`src/rtl/matmul_feeder.sv`:
```
// rtl/matmul_feeder.sv - operand/result sequencer for the 3x3 iterative matrix-multiply core
module matmul_feeder #(
  parameter int DATA_W        = 8,
  parameter int RES_W         = 16,
  parameter int ISSUE_GAP     = 0,
  parameter int DRAIN_TIMEOUT = 64
) (
  input  logic                   clk,
  input  logic                   rst,
  input  logic                   wr_en,
  input  logic                   wr_sel,
  input  logic [3:0]             wr_addr,
  input  logic [DATA_W-1:0]      wr_data,
  input  logic                   start,
  output logic                   busy,
  output logic                   done,
  output logic                   err,
  output logic [2:0][DATA_W-1:0] row1,
  output logic [2:0][DATA_W-1:0] col2,
  output logic                   axiiv,
  input  logic                   axiov,
  input  logic [RES_W-1:0]       axiod,
  input  logic [3:0]             rd_addr,
  output logic [RES_W-1:0]       rd_data
);

  localparam int GW = $clog2(ISSUE_GAP + 2);
  localparam int TW = $clog2(DRAIN_TIMEOUT + 1);

  typedef enum logic [1:0] {S_IDLE, S_ISSUE, S_DRAIN, S_DONE} state_t;

  state_t                   state;
  logic [DATA_W-1:0]        a_mem [9];
  logic [DATA_W-1:0]        b_mem [9];
  logic [RES_W-1:0]         c_mem [9];
  logic [3:0]               np;
  logic [3:0]               q;
  logic [GW-1:0]            gap_cnt;
  logic [TW-1:0]            tmo_cnt;
  logic [3:0]               pidx;
  logic [3:0]               pi;
  logic [3:0]               pj;
  logic [2:0][DATA_W-1:0]   nrow;
  logic [2:0][DATA_W-1:0]   ncol;
  logic                     idle_like;
  logic                     can_start;
  logic                     capture;
  logic                     last_res;

  // Operands for the next pair; outside ISSUE this selects pair 0 so start can issue it directly.
  always_comb begin
    pidx = (state == S_ISSUE) ? np : 4'd0;
    pi   = pidx / 4'd3;
    pj   = pidx % 4'd3;
    nrow = '0;
    ncol = '0;
    for (int k = 0; k < 3; k++) begin
      nrow[k] = a_mem[pi * 4'd3 + 4'(k)];
      ncol[k] = b_mem[4'(k) * 4'd3 + pj];
    end
  end

  assign idle_like = (state == S_IDLE) || (state == S_DONE);
  assign can_start = start && idle_like;
  assign capture   = axiov && ((state == S_ISSUE) || (state == S_DRAIN));
  assign last_res  = capture && (q == 4'd8);

  always_ff @(posedge clk) begin
    if (rst) begin
      state   <= S_IDLE;
      busy    <= 1'b0;
      done    <= 1'b0;
      err     <= 1'b0;
      axiiv   <= 1'b0;
      row1    <= '0;
      col2    <= '0;
      rd_data <= '0;
      np      <= '0;
      q       <= '0;
      gap_cnt <= '0;
      tmo_cnt <= '0;
      for (int i = 0; i < 9; i++) begin
        a_mem[i] <= '0;
        b_mem[i] <= '0;
        c_mem[i] <= '0;
      end
    end else begin
      rd_data <= (rd_addr <= 4'd8) ? c_mem[rd_addr] : '0;

      if (wr_en && idle_like && (wr_addr <= 4'd8)) begin
        if (wr_sel) b_mem[wr_addr] <= wr_data;
        else        a_mem[wr_addr] <= wr_data;
      end

      if (capture) begin
        c_mem[q] <= axiod;
        q        <= q + 4'd1;
      end

      case (state)
        S_IDLE, S_DONE: begin
          if (can_start) begin
            state   <= S_ISSUE;
            busy    <= 1'b1;
            done    <= 1'b0;
            err     <= 1'b0;
            axiiv   <= 1'b1;
            row1    <= nrow;
            col2    <= ncol;
            np      <= 4'd1;
            q       <= '0;
            gap_cnt <= GW'(ISSUE_GAP);
            tmo_cnt <= '0;
          end
        end
        S_ISSUE: begin
          if (gap_cnt != '0) begin
            gap_cnt <= gap_cnt - 1'b1;
            axiiv   <= 1'b0;
          end else begin
            axiiv   <= 1'b1;
            row1    <= nrow;
            col2    <= ncol;
            np      <= np + 4'd1;
            gap_cnt <= GW'(ISSUE_GAP);
            if (np == 4'd8) state <= S_DRAIN;
          end
        end
        S_DRAIN: begin
          axiiv <= 1'b0;
          if (capture) begin
            tmo_cnt <= '0;
          end else if (tmo_cnt == TW'(DRAIN_TIMEOUT - 1)) begin
            state <= S_DONE;
            busy  <= 1'b0;
            done  <= 1'b1;
            err   <= 1'b1;
          end else begin
            tmo_cnt <= tmo_cnt + 1'b1;
          end
        end
        default: state <= S_IDLE;
      endcase

      // The ninth result completes the run regardless of where issue currently stands.
      if (last_res) begin
        state <= S_DONE;
        busy  <= 1'b0;
        done  <= 1'b1;
        err   <= 1'b0;
        axiiv <= 1'b0;
      end
    end
  end

endmodule

```
`config.mk`:
```
export PLATFORM = sky130hd
export DESIGN_NAME = matmul_feeder
export DESIGN_NICKNAME = d
export VERILOG_FILES = /design/src/rtl/matmul_feeder.sv
export SDC_FILE = /design/constraint.sdc
export NUM_CORES = 1
export LEC_CHECK = 0
export ABC_AREA = 1
export CAP_MARGIN = 20
export CORE_MARGIN = 4
export CORE_UTILIZATION = 55
export DETAILED_ROUTE_END_ITERATION = 8
export PLACE_DENSITY = 0.73
export SLEW_MARGIN = 10
export SYNTH_ARGS = -nofsm -noshare
export SYNTH_HDL_FRONTEND = slang
export SYNTH_SLANG_ARGS = --single-unit
```
`constraint.sdc`:
```
create_clock -name clk -period 5.2 [get_ports clk]
set_input_delay 0.52 -clock clk [delete_from_list [all_inputs] [get_ports clk]]
set_output_delay 0.52 -clock clk [all_outputs]
set_load 0.05 [all_outputs]
```
==> flow_summary_export.csv, run 1 <==
group,metric,value,unit
run_status,status,"completed",
drt,wl_per_cell,20.1,um
global_route,grt_pass1_wl,115,mm
place,io_buffers,105,
setup_path,critical_path.cell_chain,"inv_1 > ha_2 > nand2_1 > inv_1 > ha_1 > ha_1 > inv_1 > ha_1 > or2_2 > nand2_1 > ha_1 > clkinvlp_4 > nand3_4 > ha_2 > fa_1 > ha_1 > xor2_2 > inv_1 > a21oi_4 > buf_4 > nand3_1 > nand2_1 > o21bai_1 > inv_1",
timing,finalHoldViolCount,0,
clock_tree,insertion_delay,0.61,ns
global_route,grt-ovfl-total,0,
timing,tightest_slew,1.01,ns
synthesis,synth_edf_count,400,
finish,nets,3170,
global_route,grt_max_degree,270,
setup_path,cp_data_arrival_time,5.27,ns
synthesis,synth_top_area_cell,"edfxtp_1",
timing,report.final.slew_viol_count,0,
drt,drtPass1Iterations,8,
place,dp.cells,3640,
power,p_leak,11.8,nW
place,place_area,26800,sq um
synthesis,seq_area_frac_synth,54.9,%
drt,drc_errors,0,
floorplan,start_util,56.0,%
synthesis,netlist.area_leader.share,48.1,%
global_route,antenna_found_initial,2,
floorplan,chipHeight,221,um
global_route,grt_usage,29.6,%
finish,diodes,0,
timing,finalSetupViolCount,0,
setup_path,startpoint_type,"flip-flop",
timing,finClkSkew,0.0151,ns
finish,drive_above_1_share,6.32,%
drt,num_vias,21982,
finish,num-fill-cells,3767,
synthesis,ys_seq_elements,485,
drt,ant_nets,0,
run,maxCapViolCount,0,
setup_path,cp.required,5.70,ns
floorplan,rows,77,
setup_path,slowest_stage,"fa_1",
place,hpwl,50.6,mm
synthesis,synth_area_leaders,"edfxtp_1 48%, nand2_1 12%, dfxtp_1 6.8%",
power,p_per_area,399,nW/um^2
clock_tree,clk_path_buf_depth,3,
place,place.gp.congestion,0.947,
floorplan,die_area,48900,sq um
clock_tree,clock_sinks,485,
worst_hold_path,hold_path.class,"flip-flop to flip-flop",
timing,finalCritPeriodShare,91.9,%
timing,totalNegativeSetupSlack,0,ns
synthesis,synth_cells,2957,
floorplan,pin_count,106,
setup_path,crit_fanout,9,
clock_tree,root_buffer,"clkbuf_16",
timing,relSlewSlack,32.0,%
synthesis,synth_area_per_cell,8.45,sq um
setup_path,max_stage_delay,0.44,ns
timing,rsz0062_at_grt,"no",
synthesis,syn_area,25000,sq um
setup_path,end_kind,"flip-flop",
finish,finalNonFillerCells,3743,
drt,drt-initial-drc-count,2792,
drt,vias_per_cell,5.87,
timing,period_minus_slack,4.78,ns
clock_tree,cts_made_buffers,52,
timing,fmax,0.209,GHz
timing,holdWs,0.464,ns
setup_path,critPathKind,"flip-flop to flip-flop",
synthesis,yosysUniqueCellTypes,48,
power,worst_ir_drop_vdd,0.397,mV
global_route,grt_pass1_vias,20467,
drt,wl,75.4,mm
synthesis,yosys_warnings,0,
clock_tree,h-tree-depth,2,
clock_tree,clkTransAtPathRegs,0.06,ns
finish,area_growth_syn_to_layout,14.9,%
floorplan,die_x,221,um
synthesis,ys.flop_type,"edfxtp_1",
synthesis,async_reset_ff_share,0,%
finish,design_area,28700,sq um
clock_tree,cts_tree,"built",
floorplan,fp.coreArea,44600,sq um
critical path, delay by kind of cell, from the launching register on:
family,cells,cell delay [ns]
AOI/OAI and AO/OA,2,0.26
DFF,1,0.33
and+or+nand+nor,6,0.86
buffers and inverters,7,1.02
adders and majority gates,8,1.99
xor gates and xnor gates,1,0.18
final timing paths:
check | start | to | slack [ns] | cells past startpoint
worst max-delay path | state[1] | row1[11] | 0.42 | 24
worst min-delay path | col2[1] | col2[1] | 0.46 | 2
worst max register to register | state[1] | row1[11] | 0.42 | 24
worst min register to register | col2[1] | col2[1] | 0.46 | 2
cell type report:
type                    count  area, sq um  share of cell area [%]
clock buffers              63         1390                    4.85
flip-flops and latches    485        13700                    47.8
multi-input cells        2190        10100                    35.3
clock inverters            33          368                    1.28
well taps                 592          741                    2.58
repair buffers            162         1540                    5.37
inverters                 218          826                    2.88
logic make-up (layout without fill, tap and decap cells):
group	after synthesis	in the layout	share of synthesized area [%]
XOR/XNOR	6	6	0.240
other	1	112	0.0150
AO/OA/AOI/OAI	484	484	11.5
buffers and inverters	393	476	6.40
adder cells (fa/ha/maj)	23	23	1.18
AND/OR/NAND/NOR	1565	1565	25.8
flip-flops	485	485	54.9
metrics by stage:
stage               setup WS [ns]  util (%)  power, mW
floorplan                  0.0223         -       6.67
global placement            0.359      60.2       7.59
global route               0.0776      64.4       11.9
finish                      0.423      64.4       11.5
CTS                        0.0980      64.1       11.4
detailed placement          0.150      60.2       7.64
state kept, by name, indices dropped and copies added (netlist names), 7 cells and up:
register,count
a_mem,128
b_mem,128
c_mem,144
col2,24
rd_data,16
row1,24
tmo_cnt,7
where the power goes:
group | switching, mW | internal, mW | total [mW]
sequential | 0.209 | 4.59 | 4.79
combinational | 2.03 | 0.784 | 2.82
clock | 1.58 | 2.26 | 3.84
total | 3.83 | 7.63 | 11.5
cell usage in the layout, fill, tap and decap left out, types with 4 or more instances in the layout:
cell type,Yosys,routed
nand2_4,4,5
conb_1,1,112
clkinv_2,0,13
inv_2,4,5
nor2_1,411,411
o21ai_1,7,6
dfxtp_1,85,85
a211oi_1,4,4
o21bai_1,9,9
o22ai_1,16,16
o221a_2,16,16
clkinv_1,27,31
clkbuf_1,124,6
ha_1,22,20
inv_1,187,185
or2_2,4,4
buf_4,7,53
nand3_1,325,325
clkdlybuf4s50_1,0,105
a2111oi_0,16,16
a21oi_1,97,97
o21ai_0,229,229
clkbuf_16,0,53
clkbuf_8,0,5
bufinv_16,0,7
nand2_1,782,781
nor3_1,14,14
edfxtp_1,400,400
clkinvlp_4,0,5
nand2_2,11,11
o211ai_1,83,83
what timing repair did:
| action | 4_1_cts | 5_1_grt |
|---|---|---|
| setup buffers | 0 | 5 |
| gates resized for setup | 0 | 5 |
| hold buffers | 0 | 0 |
| setup endpoints to repair | 0 | 12 |
metal layers:
metal / track usage (%) / routed length [um] / vias to the layer above
met4: 10.1 / 2650 / 2
met5: 0 / 11 / -
met3: 5.18 / 7100 / 186
met2: 47.0 / 34600 / 1169
li1: - / - / 10197
met1: 41.6 / 31000 / 10428
synth_stat cells, types with 11 or more instances:
cell / count
a21oi_1: 97
nand2_1: 782
clkbuf_1: 124
a2111oi_0: 16
dfxtp_1: 85
ha_1: 22
o221a_2: 16
edfxtp_1: 400
o21ai_0: 229
clkinv_1: 27
nor2_1: 411
o211ai_1: 83
nand2_2: 11
nand3_1: 325
inv_1: 187
buf_2: 29
o22ai_1: 16
nor3_1: 14
(Power assumes the default switching activity.)
==> inputs of run 2 (changes only) <==
--- a/config.mk
+++ b/config.mk
@@ -9,6 +9,7 @@
 export CAP_MARGIN = 20
 export CORE_MARGIN = 4
 export CORE_UTILIZATION = 55
+export CTS_CLUSTER_DIAMETER = 50
 export DETAILED_ROUTE_END_ITERATION = 8
 export PLACE_DENSITY = 0.73
 export SLEW_MARGIN = 10
==> run 2 against run 1 <==
Sequential share of layout area decreased by 0.18 points. Register-to-register slack about the same. Clock skew increased by 0.0038 ns. Final cell count increased by 0.21%. Core utilization increased by 0.24 points. Worst setup slack got worse by 0.015 ns. Total power increased by 1.2%.
==> flow_summary_export.csv, run 2 (synthesized netlist as in run 1, its figures left out) <==
group,metric,value,unit
run_status,status,"completed",
finish,fin_util,64.6,%
timing,period_minus_slack,4.79,ns
finish,diodes,0,
finish,largestRegisters,"c_mem (144), a_mem (128), b_mem (128)",
place,dp_slack,0.150,ns
setup_path,max_stage_delay,0.44,ns
clock_tree,insertion_delay,0.62,ns
setup_path,startpoint_type,"flip-flop",
timing,totalNegativeSetupSlack,0,ns
setup_path,cp.required,5.69,ns
clock_tree,cts_made_buffers,55,
setup_path,path_depth,24,
timing,finalSetupViolCount,0,
global_route,grt_max_degree,270,
floorplan,chipHeight,221,um
global_route,grt-ovfl-total,0,
finish,finalNonFillerCells,3751,
drt,wl,75.8,mm
setup_path,r2r_start,"state[1]",
drt,drt-initial-drc-count,2968,
place,io_buffers,105,
timing,report.final.slew_viol_count,0,
timing,fmax,0.209,GHz
clock_tree,root_buffer,"clkbuf_16",
setup_path,cp_data_arrival_time,5.28,ns
drt,wl_per_cell,20.2,um
place,place.gp.congestion,0.947,
setup_path,r2r-end,"row1[9]",
drt,ant_nets,0,
clock_tree,cts_tree,"built",
finish,layout_commonest_cell,"nand2_1",
power,worst_ir_drop_vdd,0.328,mV
setup_path,r2r_cells,24,
run,maxCapViolCount,0,
worst_hold_path,hold_path.class,"flip-flop to flip-flop",
timing,relSlewSlack,29.5,%
floorplan,die_x,221,um
worst_hold_path,holdPathStages,2,
finish,final_cell_mix,"781 x nand2_1, 411 x nor2_1, 400 x edfxtp_1",
clock_tree,clkTransAtPathRegs,0.06,ns
worst_hold_path,hp-start,"col2[1]",
place,dp.cells,3640,
floorplan,rows,77,
timing,setup_slack,0.409,ns
global_route,antenna_found_initial,1,
setup_path,end_kind,"flip-flop",
place,hpwl,50.6,mm
drt,vias_per_cell,5.87,
power,p_leak,11.9,nW
global_route,grt_usage,29.6,%
setup_path,reg2reg_slack,0.41,ns
drt,drc_errors,0,
global_route,grt_pass1_vias,20531,
finish,area_growth_syn_to_layout,15.3,%
setup_path,crit_fanout,9,
floorplan,fp.coreArea,44600,sq um
finish,largest_register_ffs,144,
drt,num_vias,22002,
floorplan,start_util,56.0,%
finish,drive_above_1_share,6.49,%
setup_path,critical_path.cell_chain,"inv_1 > ha_2 > nand2_1 > inv_1 > ha_1 > ha_1 > inv_1 > ha_1 > or2_2 > nand2_1 > ha_1 > clkinvlp_4 > nand3_4 > ha_2 > fa_1 > ha_1 > xor2_2 > inv_1 > a21oi_4 > inv_2 > nand3_1 > nand2_1 > o21bai_1 > inv_1",
drt,drtPass1Iterations,6,
finish,top_register,"c_mem",
finish,nets,3173,
timing,tightest_slew,1.05,ns
setup_path,path_buf_inv,7,
clock_tree,clk_path_buf_depth,3,
setup_path,critPathKind,"flip-flop to flip-flop",
power,finalPower,11.6,mW
timing,finalHoldViolCount,0,
clock_tree,clock_sinks,485,
timing,finalCritPeriodShare,92.1,%
clock_tree,hold_buffers,0,
power,p_per_area,402,nW/um^2
clock_tree,h-tree-depth,2,
setup_path,cp_top_family,"adder cells",
setup_path,slowest_stage,"fa_1",
global_route,grt_pass1_wl,115,mm
floorplan,pin_count,106,
timing,finClkSkew,0.0189,ns
floorplan,die_area,48900,sq um
worst_hold_path,min_to,"col2[1]",
timing,rsz0062_at_grt,"no",
run 2: cell count changes in the layout (fill, tap and decap cells not counted), sizes merged:
cell,before,now
inv,192,199
clkbuf,64,70
clkinv,47,44
bufinv,7,5
run 2: final cells by class:
class / instances / area (sq um)
tap: 592 / 741
clock buffer: 69 / 1510
fill: 3767 / 15800
inverter: 218 / 826
multi-input combinational: 2190 / 10100
sequential: 485 / 13700
timing repair buffer: 162 / 1540
clock inverter: 35 / 357
run 2: repair_timing:
item                       CTS  global route
setup endpoints to repair    0            12
buffers inserted             0             5
resized for setup            0             5
run 2: worst max path at each step:
stage	endpoint	start	slack, ns
2_1_floorplan	row1[10]	state[1]	0.02
3_3_place_gp	row1[10]	state[1]	0.36
3_5_place_dp	row1[15]	state[1]	0.15
4_1_cts	row1[15]	state[1]	0.1
5_1_grt	row1[15]	state[1]	0.07
6_report	row1[9]	state[1]	0.41
run 2: worst reg2reg max path, cell delays in order (launching register included):
cell        delay [ns]
dfxtp_1           0.33
inv_1             0.11
ha_2              0.26
nand2_1           0.10
inv_1             0.09
ha_1              0.20
ha_1              0.16
inv_1             0.04
ha_1              0.26
or2_2             0.33
nand2_1           0.13
ha_1              0.25
clkinvlp_4        0.22
nand3_4           0.16
ha_2              0.19
fa_1              0.44
ha_1              0.23
xor2_2            0.18
inv_1             0.22
a21oi_4           0.28
inv_2             0.13
nand3_1           0.11
nand2_1           0.06
o21bai_1          0.13
inv_1             0.06
run 2: report_power, final:
part	leakage, nW	internal (mW)	switching [mW]	total, mW
Combinational	6.17	0.784	2.04	2.82
Clock	0.917	2.33	1.64	3.97
Sequential	4.77	4.59	0.212	4.80
Total	11.9	7.70	3.89	11.6
run 2: per-layer routing:
metal	track usage, %	up-vias	routed length, um
met5	0	-	0
met1	41.9	10360	31000
met2	46.7	1239	34700
met4	11.5	0	2980
met3	4.40	193	7180
li1	-	10210	-
run 2: metrics by stage:
| step | hold WS (ns) | area, sq um |
|---|---|---|
| 2_1_floorplan | 0.463 | 25400 |
| 5_1_grt | 0.486 | 28800 |
| 6_report | 0.465 | 28800 |
| 3_5_place_dp | 0.457 | 26800 |
| 3_3_place_gp | 0.457 | 26800 |
| 4_1_cts | 0.465 | 28700 |
